### src/rtl/m_wb_queue.sv
// Write-back queue: buffers ALU (A) and long-latency (B) results and drains one per cycle to the RF write port.
// Tracks per-register pending writes so issue can stall on RAW/WAW hazards.
module m_wb_queue #(
  parameter int DEPTH = 4
) (
  input  logic        w_clk,
  input  logic        w_rst,
  input  logic        w_a_v,
  input  logic [4:0]  w_a_rd,
  input  logic [31:0] w_a_d,
  output logic        w_a_rdy,
  input  logic        w_b_v,
  input  logic [4:0]  w_b_rd,
  input  logic [31:0] w_b_d,
  output logic        w_b_rdy,
  input  logic        w_hold,
  output logic        w_we,
  output logic [4:0]  w_wa,
  output logic [31:0] w_wd,
  input  logic        w_iss_v,
  input  logic [4:0]  w_iss_rd,
  output logic        w_iss_rdy,
  input  logic [4:0]  w_ra1,
  input  logic [4:0]  w_ra2,
  output logic        w_busy1,
  output logic        w_busy2
);

  localparam int AW = $clog2(DEPTH);
  localparam logic [AW:0] C_FULL = (AW+1)'(DEPTH);

  typedef struct packed {
    logic [4:0]  rd;
    logic [31:0] d;
  } ent_t;

  ent_t          r_mem [DEPTH];
  logic [AW-1:0] r_head;
  logic [AW-1:0] r_tail;
  logic [AW:0]   r_count;
  logic [31:0]   r_busy;

  logic   w_full;
  logic   w_push_a;
  logic   w_push_b;
  logic   w_store;
  logic   w_pop;
  logic   w_iss_set;
  ent_t   w_in;
  logic [31:0] w_busy_nxt;

  // Full ignores a same-cycle pop so the ready path never depends on w_hold.
  assign w_full    = (r_count == C_FULL);
  assign w_a_rdy   = ~w_full;
  assign w_b_rdy   = ~w_full & ~w_a_v;
  assign w_push_a  = w_a_v & w_a_rdy;
  assign w_push_b  = w_b_v & w_b_rdy;
  assign w_store   = (w_push_a & (w_a_rd != 5'd0)) | (w_push_b & (w_b_rd != 5'd0));
  assign w_pop     = (r_count != '0) & ~w_hold;
  assign w_in      = w_push_a ? ent_t'({w_a_rd, w_a_d}) : ent_t'({w_b_rd, w_b_d});

  assign w_iss_rdy = (w_iss_rd == 5'd0) | ~r_busy[w_iss_rd];
  assign w_iss_set = w_iss_v & w_iss_rdy & (w_iss_rd != 5'd0);
  assign w_busy1   = r_busy[w_ra1] & (w_ra1 != 5'd0);
  assign w_busy2   = r_busy[w_ra2] & (w_ra2 != 5'd0);

  // Commit clears first so a reservation landing on the same edge survives.
  always_comb begin
    w_busy_nxt = r_busy;
    if (w_we) w_busy_nxt[w_wa] = 1'b0;
    if (w_iss_set) w_busy_nxt[w_iss_rd] = 1'b1;
    w_busy_nxt[0] = 1'b0;
  end

  always_ff @(posedge w_clk) begin
    if (w_rst) begin
      r_head  <= '0;
      r_tail  <= '0;
      r_count <= '0;
      r_busy  <= '0;
      w_we    <= 1'b0;
      w_wa    <= 5'd0;
      w_wd    <= 32'd0;
    end else begin
      r_busy <= w_busy_nxt;
      if (w_store) begin
        r_mem[r_tail] <= w_in;
        r_tail        <= r_tail + 1'b1;
      end
      if (w_pop) begin
        w_we   <= 1'b1;
        w_wa   <= r_mem[r_head].rd;
        w_wd   <= r_mem[r_head].d;
        r_head <= r_head + 1'b1;
      end else begin
        w_we   <= 1'b0;
      end
      case ({w_store, w_pop})
        2'b10:   r_count <= r_count + 1'b1;
        2'b01:   r_count <= r_count - 1'b1;
        default: r_count <= r_count;
      endcase
    end
  end

endmodule

### config.mk
export PLATFORM = sky130hd
export DESIGN_NAME = m_wb_queue
export DESIGN_NICKNAME = d
export VERILOG_FILES = /design/src/rtl/m_wb_queue.sv
export SDC_FILE = /design/constraint.sdc
export NUM_CORES = 1
export LEC_CHECK = 0
export ABC_AREA = 1
export CORE_UTILIZATION = 52
export CTS_CLUSTER_SIZE = 10
export DETAILED_ROUTE_END_ITERATION = 10
export GPL_TIMING_DRIVEN = 0
export MAX_ROUTING_LAYER = met4
export PLACE_DENSITY = 0.76
export RECOVER_POWER = 100
export SLEW_MARGIN = 5
export SYNTH_ARGS = -nofsm -noshare
export SYNTH_HDL_FRONTEND = slang
export SYNTH_SLANG_ARGS = --single-unit
### constraint.sdc
create_clock -name w_clk -period 8.2 [get_ports w_clk]
set_clock_uncertainty 0.2 [all_clocks]
set_input_delay 1.64 -clock w_clk [delete_from_list [all_inputs] [get_ports w_clk]]
set_output_delay 1.64 -clock w_clk [all_outputs]
set_load 0.05 [all_outputs]
==> key figures, run 1 <==
Run status
  – Status: finished with violations
  – Failing checks: capacitance limit, slew limit

Worst setup path
  – Reg2reg start: r_count[1]
  – Worst-path cell chain: dlygate4sd3_1, inv_1, clkbuf_1, nor2_1, nand2_1, nand3_1, nand2_1, nand2_1, nor4_1, dlygate4sd3_1
  – Reg2reg end: r_mem[3][13]
  – WS Path Type: primary input to primary output
  – Crit path top cell by count: nand2_1
  – Worst path max stage delay: 0.93 ns
  – Critical Path Start Type: primary input
  – Crit path capture type: primary output
  – Slowest-stage cell, CP: dlygate4sd3_1
  – Worst R2R Path Depth: 9
  – Critical Path RT: 6.36 ns
  – Crit path max fanout: 10
  – Reg2reg setup slack: 3.33 ns
  – WP data arrival: 4.50 ns

Routing
  – Metal3 WL: 2030 microns
  – Wire per inst: 17.1 microns
  – Antenna viol nets, final: 0
  – Met1 Wirelength: 11500 microns
  – Drc violations: 0
  – Pre-Repair DR Iteration Count: 5
  – 1st-iter DRT viols: 874
  – Total number of vias: 8689
  – Via/cell ratio: 5.54
  – Top Layer Used: met4
  – Met2 wire length: 12800 microns
  – Routed wire length: 26800 microns

Synthesis
  – Warnings from Yosys: 0
  – Number of flops mapped to enable cells by yosys: 148
  – FFs w/ async S/R, synth: 0
  – Synth area leaders: edfxtp_1 44%, dfxtp_1 15%, o21ai_0 8.5%, nor2_1 7.5%, nand2_1 7.3%
  – Avg Synthesized Cell Area: 8.93 sq um
  – Area leader, netlist: edfxtp_1
  – Syn nets: 1225
  – Post-synth top area share: 0.443
  – Number of synthesized register bits: 224
  – Mapped Area: 10000 sq um
  – Netlist cell types: 23
  – Sequential area share after synthesis: 0.594
  – Top_reg_cell synth: edfxtp_1
  – Post-Syn Instances: 1124

Power and ir drop
  – Static Leak: 4.62 nW
  – Internal Power: 2.29 mW
  – Clock network power share: 0.293
  – Switching share of power: 0.352
  – PwrDens: 283 nW/um^2
  – Psw: 1.24 mW
  – Comb power frac: 0.295
  – Design Power: 3.53 mW
  – VDD IR max: 0.219 mV
  – Flop pwr share: 0.411

Placed design
  – RePlAce Congestion: 0.893
  – PortBufs: 134
  – HPWL after DPL: 18100 microns

STA
  – Setup-failing EPs final: 0
  – Tightest Pin Transition: 1.79 ns
  – Hold_ws: 0.285 ns
  – Max Fclk: 158 MHz
  – Tmin final: 6.34 ns
  – Pins over their slew limit: 119
  – Max_slew headroom: -0.195
  – RSZ-0062 raised after global routing: no
  – Setup TNS: 0 ns
  – Hold Fails Final Rpt: 0
  – Fin crit share: 0.774

Clock network
  – CTS tree: built
  – Clock Path Buffers: 3
  – Inserted Clock Buffers: 26
  – Setup Fix Bufs, Post-CTS: 0
  – Clk sinks: 224
  – Clk Latency, worst-skew pair: 0.51 ns
  – Clk root buf: clkbuf_16
  – Post-CTS Hold Fix Bufs: 0
  – CTS resizes: 0
  – H-tree Lvls: 1
  – Clock slew at reported path FFs: 0.05 ns

Global routing
  – Vias in the first global route: 8116
  – Total gr overflow: 0
  – Largest net degree at the start of global routing: 28
  – First-pass GRT wire length: 42100 microns
  – Total GRT Usage: 0.281
  – Antenna violations before repair: 0

Floorplanning
  – Placement Rows: 50
  – Top-Level Pins: 138
  – Die area: 19900 sq um
  – Overall die height: 141 microns
  – Die width: 141 microns
  – Core box area: 18800 sq um
  – Initial Utilization: 0.533

Cells and area
  – Final #Nets: 1391
  – Commonest non-fill, non-tap cell in the layout: nor2_1
  – Layout cell share with drive strength beyond 1: 0.0383
  – Antenna diode count: 0
  – Area Growth Syn to Fin: 24.1%
  – Most frequent cells in the layout: 201 x nor2_1, 195 x nand2_1, 174 x o21ai_0
  – Filler cell count: 1490

Min path
  – Hold path cells: 2
  – Hold Crit Start: r_busy[14]
  – Hold WC Path Type: flip-flop to flip-flop
  – Worst Hold End: r_busy[14]

Run
  – Max-Cap Viols: 5
## critical path: cells and delay by family
family | cells | cell delay, ns
and+or+nand+nor | 6 | 0.78
buffers and inverters | 4 | 2.07
## per-stage QoR
stage | utilization | cells | area, sq um | setup WS, ns
after detailed placement | 0.627 | 1522 | 11800 | 2.35
after CTS | 0.668 | 1567 | 12600 | 2.32
after floorplan | - | 1124 | 10000 | 2.70
final | 0.662 | 1567 | 12500 | 1.86
after global placement | 0.622 | 1518 | 11700 | 1.59
after global routing | 0.662 | 1567 | 12500 | 1.75
## power by group through the flow
stage	combinational [mW]	sequential, mW	clock [mW]
floorplan	0.441	1.69	0
global placement	1.04	1.47	0
detailed placement	1.07	1.47	0
CTS	1.08	1.45	1.04
global route	1.13	1.46	1.09
finish	1.04	1.45	1.04
## cells by family after synthesis
group | synth area share
simple gates | 0.193
compound gates | 0.152
flops | 0.594
buf+inv | 0.0529
fa+ha+maj | 0.00823
## registers in the layout, indices dropped and copies added, names as in the netlist
register / cells
r_tail: 2
w_wd: 32
r_busy: 31
r_head: 2
w_wa: 5
r_mem: 148
r_count: 3
w_we: 1
## cell usage after synthesis, types with 6 or more instances
cell      number
nand3_1       35
clkbuf_1      46
nand2_1      195
a31oi_1       38
inv_1         54
buf_4          6
edfxtp_1     148
o21ai_1       17
buf_2         16
o21ai_0      170
dfxtp_1       76
a21oi_1       55
o211ai_1       8
nand4_1       34
nor2_1       200
nor3_1         9
## how the worst max path moves through the flow
stage	start	end	slack, ns	cells past startpoint
floorplan	w_iss_rd[0]	w_iss_rdy	2.70	8
global placement	w_a_v	r_mem[3][9]	1.59	7
detailed placement	w_iss_rd[0]	w_iss_rdy	2.35	11
CTS	w_iss_rd[0]	w_iss_rdy	2.32	11
global route	w_iss_rd[0]	w_iss_rdy	1.75	10
finish	w_iss_rd[0]	w_iss_rdy	1.86	10
## area by class of cell
| type | count | area (sq um) | area share |
|---|---|---|---|
| sequential | 224 | 5970 | 0.479 |
| multi-input combinational | 772 | 3540 | 0.284 |
| tap | 260 | 325 | 0.0261 |
| clock buffer | 45 | 763 | 0.0613 |
| inverter | 59 | 221 | 0.0178 |
| timing repair buffer | 138 | 1360 | 0.109 |
| buffer | 69 | 289 | 0.0232 |
## per-layer routing
metal | up-vias | global-route usage
li1 | 4227 | -
met1 | 3993 | 0.365
met2 | 414 | 0.462
met3 | 55 | 0.0346
met4 | 0 | 0.0915
met5 | - | -
Note: power is estimated with default switching activity, not from simulation.
==> run 2, diff against run 1 <==
==> constraint.sdc (replaced) <==
create_clock -name w_clk -period 6.1 [get_ports w_clk]
set_clock_uncertainty 0.2 [all_clocks]
set_input_delay 1.22 -clock w_clk [delete_from_list [all_inputs] [get_ports w_clk]]
set_output_delay 1.22 -clock w_clk [all_outputs]
set_load 0.05 [all_outputs]
==> run 2 against run 1 <==
Net effect:
- the flow still finishes with violations (capacitance limit, slew limit)
- final cell count is the same
- setup slack worse by 1.3 ns
- routed wire length shrank 0.41%
- total power up 34%
- critical path depth did not move
- non-clock buffer count stayed put
- sequential share of layout area is 0.12 points lower
- critical endpoint unchanged
==> key figures, run 2 (synthesized netlist as in run 1, its figures left out) <==
Clock network
  – Post-CTS Hold Fix Bufs: 0 (unchanged)
  – Clock Path Buffers: 3 (unchanged)
  – CTS resizes: 0 (unchanged)
  – Clk Latency, worst-skew pair: 0.51 ns (about the same)
  – Clock slew at reported path FFs: 0.05 ns (about the same)
  – H-tree Lvls: 1 (unchanged)
  – Inserted Clock Buffers: 26 (unchanged)
  – Setup Fix Bufs, Post-CTS: 0 (unchanged)
  – Clk root buf: clkbuf_16 (unchanged)
  – Clk sinks: 224 (unchanged)
  – CTS tree: built (unchanged)

Cells and area
  – Biggest register: r_mem (unchanged)
  – Fin util: 0.663 (was 0.662)
  – Most frequent cells in the layout: 201 x nor2_1, 195 x nand2_1, 174 x o21ai_0 (unchanged)
  – Largest regs: r_mem: 148 flops, w_wd: 32 flops, r_busy: 31 flops (unchanged)
  – Max FFs per register: 148 (unchanged)
  – Filler cell count: 1484 (was 1490)
  – Non-filler instance count after layout: 1567 (unchanged)
  – Area occupied by multi-input gates: 3540 sq um (unchanged)
  – Storage element area: 5970 sq um (unchanged)
  – Area Growth Syn to Fin: 24.5% (was 24.1%)
  – Antenna diode count: 0 (unchanged)
  – Commonest non-fill, non-tap cell in the layout: nor2_1 (unchanged)
  – Final #Nets: 1391 (unchanged)
  – Layout cell share with drive strength beyond 1: 0.0398 (was 0.0383)

STA
  – Hold Fails Final Rpt: 0 (unchanged)
  – Tmin final: 5.51 ns
  – RSZ-0062 raised after global routing: no (unchanged)
  – Max Fclk: 182 MHz
  – Setup-failing EPs final: 0 (unchanged)
  – Max_slew headroom: -0.204 (was -0.195)
  – Hold_ws: 0.283 ns (was 0.285 ns)
  – Tightest Pin Transition: 1.81 ns (was 1.79 ns)
  – Fin crit share: 0.903
  – Setup TNS: 0 ns (unchanged)
  – Pins over their slew limit: 85 (was 119)

Worst setup path
  – Top delay family on crit path: buffers and inverters (unchanged)
  – Critical Path RT: 4.68 ns (was 6.36 ns)
  – CP Buf/Inv Count: 4 (unchanged)
  – Crit path max fanout: 10 (unchanged)
  – WP data arrival: 4.09 ns (was 4.50 ns)
  – Slowest-stage cell, CP: dlygate4sd3_1 (unchanged)
  – WS Path Type: primary input to primary output (unchanged)
  – Critical Path Start Type: primary input (unchanged)
  – Crit path capture type: primary output (unchanged)
  – Worst path max stage delay: 0.93 ns (about the same)
  – Worst-path cell chain: dlygate4sd3_1, inv_1, clkbuf_1, nor2_1, nand2_1, nand3_1, nand2_1, nand2_1, nor4_1, dlygate4sd3_1 (unchanged)
  – Crit path top cell by count: nand2_1 (unchanged)

Power and ir drop
  – Static Leak: 4.64 nW (was 4.62 nW)
  – Comb power frac: 0.296 (was 0.295)
  – VDD IR max: 0.292 mV (was 0.219 mV)
  – Flop pwr share: 0.411 (about the same)
  – Psw: 1.67 mW (was 1.24 mW)
  – Clock network power share: 0.293 (about the same)
  – Switching share of power: 0.352 (about the same)
  – Internal Power: 3.07 mW (was 2.29 mW)
  – PwrDens: 380 nW/um^2 (was 283 nW/um^2)

Routing
  – Drc violations: 0 (unchanged)
  – Total number of vias: 8660 (was 8689)
  – Via/cell ratio: 5.53 (was 5.54)
  – 1st-iter DRT viols: 832 (was 874)
  – Routed wire length: 26700 microns (was 26800 microns)
  – Wire per inst: 17.0 microns (was 17.1 microns)
  – Antenna viol nets, final: 0 (unchanged)
  – Pre-Repair DR Iteration Count: 5 (unchanged)

Global routing
  – First-pass GRT wire length: 42100 microns (unchanged)
  – Largest net degree at the start of global routing: 28 (unchanged)
  – Antenna violations before repair: 0 (unchanged)
  – Total GRT Usage: 0.281 (unchanged)
  – Vias in the first global route: 8116 (unchanged)
  – Total gr overflow: 0 (unchanged)

Placed design
  – Placed insts: 1522 (unchanged)
  – HPWL after DPL: 18100 microns (unchanged)
  – PortBufs: 134 (unchanged)
  – RePlAce Congestion: 0.893 (unchanged)

Floorplanning
  – Top-Level Pins: 138 (unchanged)
  – Core box area: 18800 sq um (unchanged)
  – Initial Utilization: 0.533 (unchanged)
  – Die area: 19900 sq um (unchanged)
  – Die width: 141 microns (unchanged)
  – Placement Rows: 50 (unchanged)
  – Overall die height: 141 microns (unchanged)

Run status
  – Status: finished with violations (unchanged)
  – Failing checks: capacitance limit, slew limit (unchanged)

Min path
  – Hold WC Path Type: flip-flop to flip-flop (unchanged)

Run
  – Max-Cap Viols: 4 (was 5)
-- run 2: cell count changes in the layout (fill, tap and decap cells not counted), sizes merged --
cell    before  now
clkbuf     100   98
buf         18   20
-- run 2: power by group through the flow --
stage	registers [mW]	clock network [mW]	logic, mW
after floorplan	2.27	0	0.593
after global placement	1.98	0	1.40
after detailed placement	1.98	0	1.44
after CTS	1.95	1.40	1.45
after global routing	1.97	1.46	1.52
final	1.95	1.39	1.40
-- run 2: worst register-to-register path, stage by stage, from the launching register on --
cell and delay, ns:
dfxtp_1 0.35, inv_1 0.09, nand3_1 0.10, nand2_1 0.26, inv_1 0.40, o21ai_0 0.27
nand2_1 0.19, nand2_1 0.13, nor2_1 0.90, clkbuf_1 1.35
-- run 2: path summary, 6_finish.rpt --
check                           slack (ns)  cells past startpoint         from     endpoint
worst min-delay path                  0.28                      2   r_busy[12]   r_busy[12]
worst max-delay path                  0.59                     10  w_iss_rd[0]    w_iss_rdy
worst max register to register        1.44                      9   r_count[1]  r_mem[1][1]
worst min register to register        0.28                      2   r_busy[12]   r_busy[12]
-- run 2: area by class of cell --
| cell class | instances | area share |
|---|---|---|
| Clock buffer | 45 | 0.0611 |
| Buffer | 69 | 0.0231 |
| Timing Repair Buffer | 138 | 0.111 |
| Inverter | 59 | 0.0177 |
| Sequential cell | 224 | 0.478 |
| Multi-Input combinational cell | 772 | 0.283 |
| Tap cell | 260 | 0.0260 |
-- run 2: metal layers --
layer,track usage,up-vias,share of wire
met5,-,-,0
met4,0.0915,0,0.020
met3,0.0346,55,0.084
met2,0.462,400,0.48
met1,0.365,3981,0.42
li1,-,4224,-
-- run 2: stage by stage --
step	instance area [sq um]	setup WS [ns]	total power, mW
after global placement	11700	-0.0884	3.38
final	12500	0.595	4.74
after global routing	12500	0.487	4.95
after floorplan	10000	1.40	2.86
after detailed placement	11800	1.09	3.42
after CTS	12600	1.06	4.80
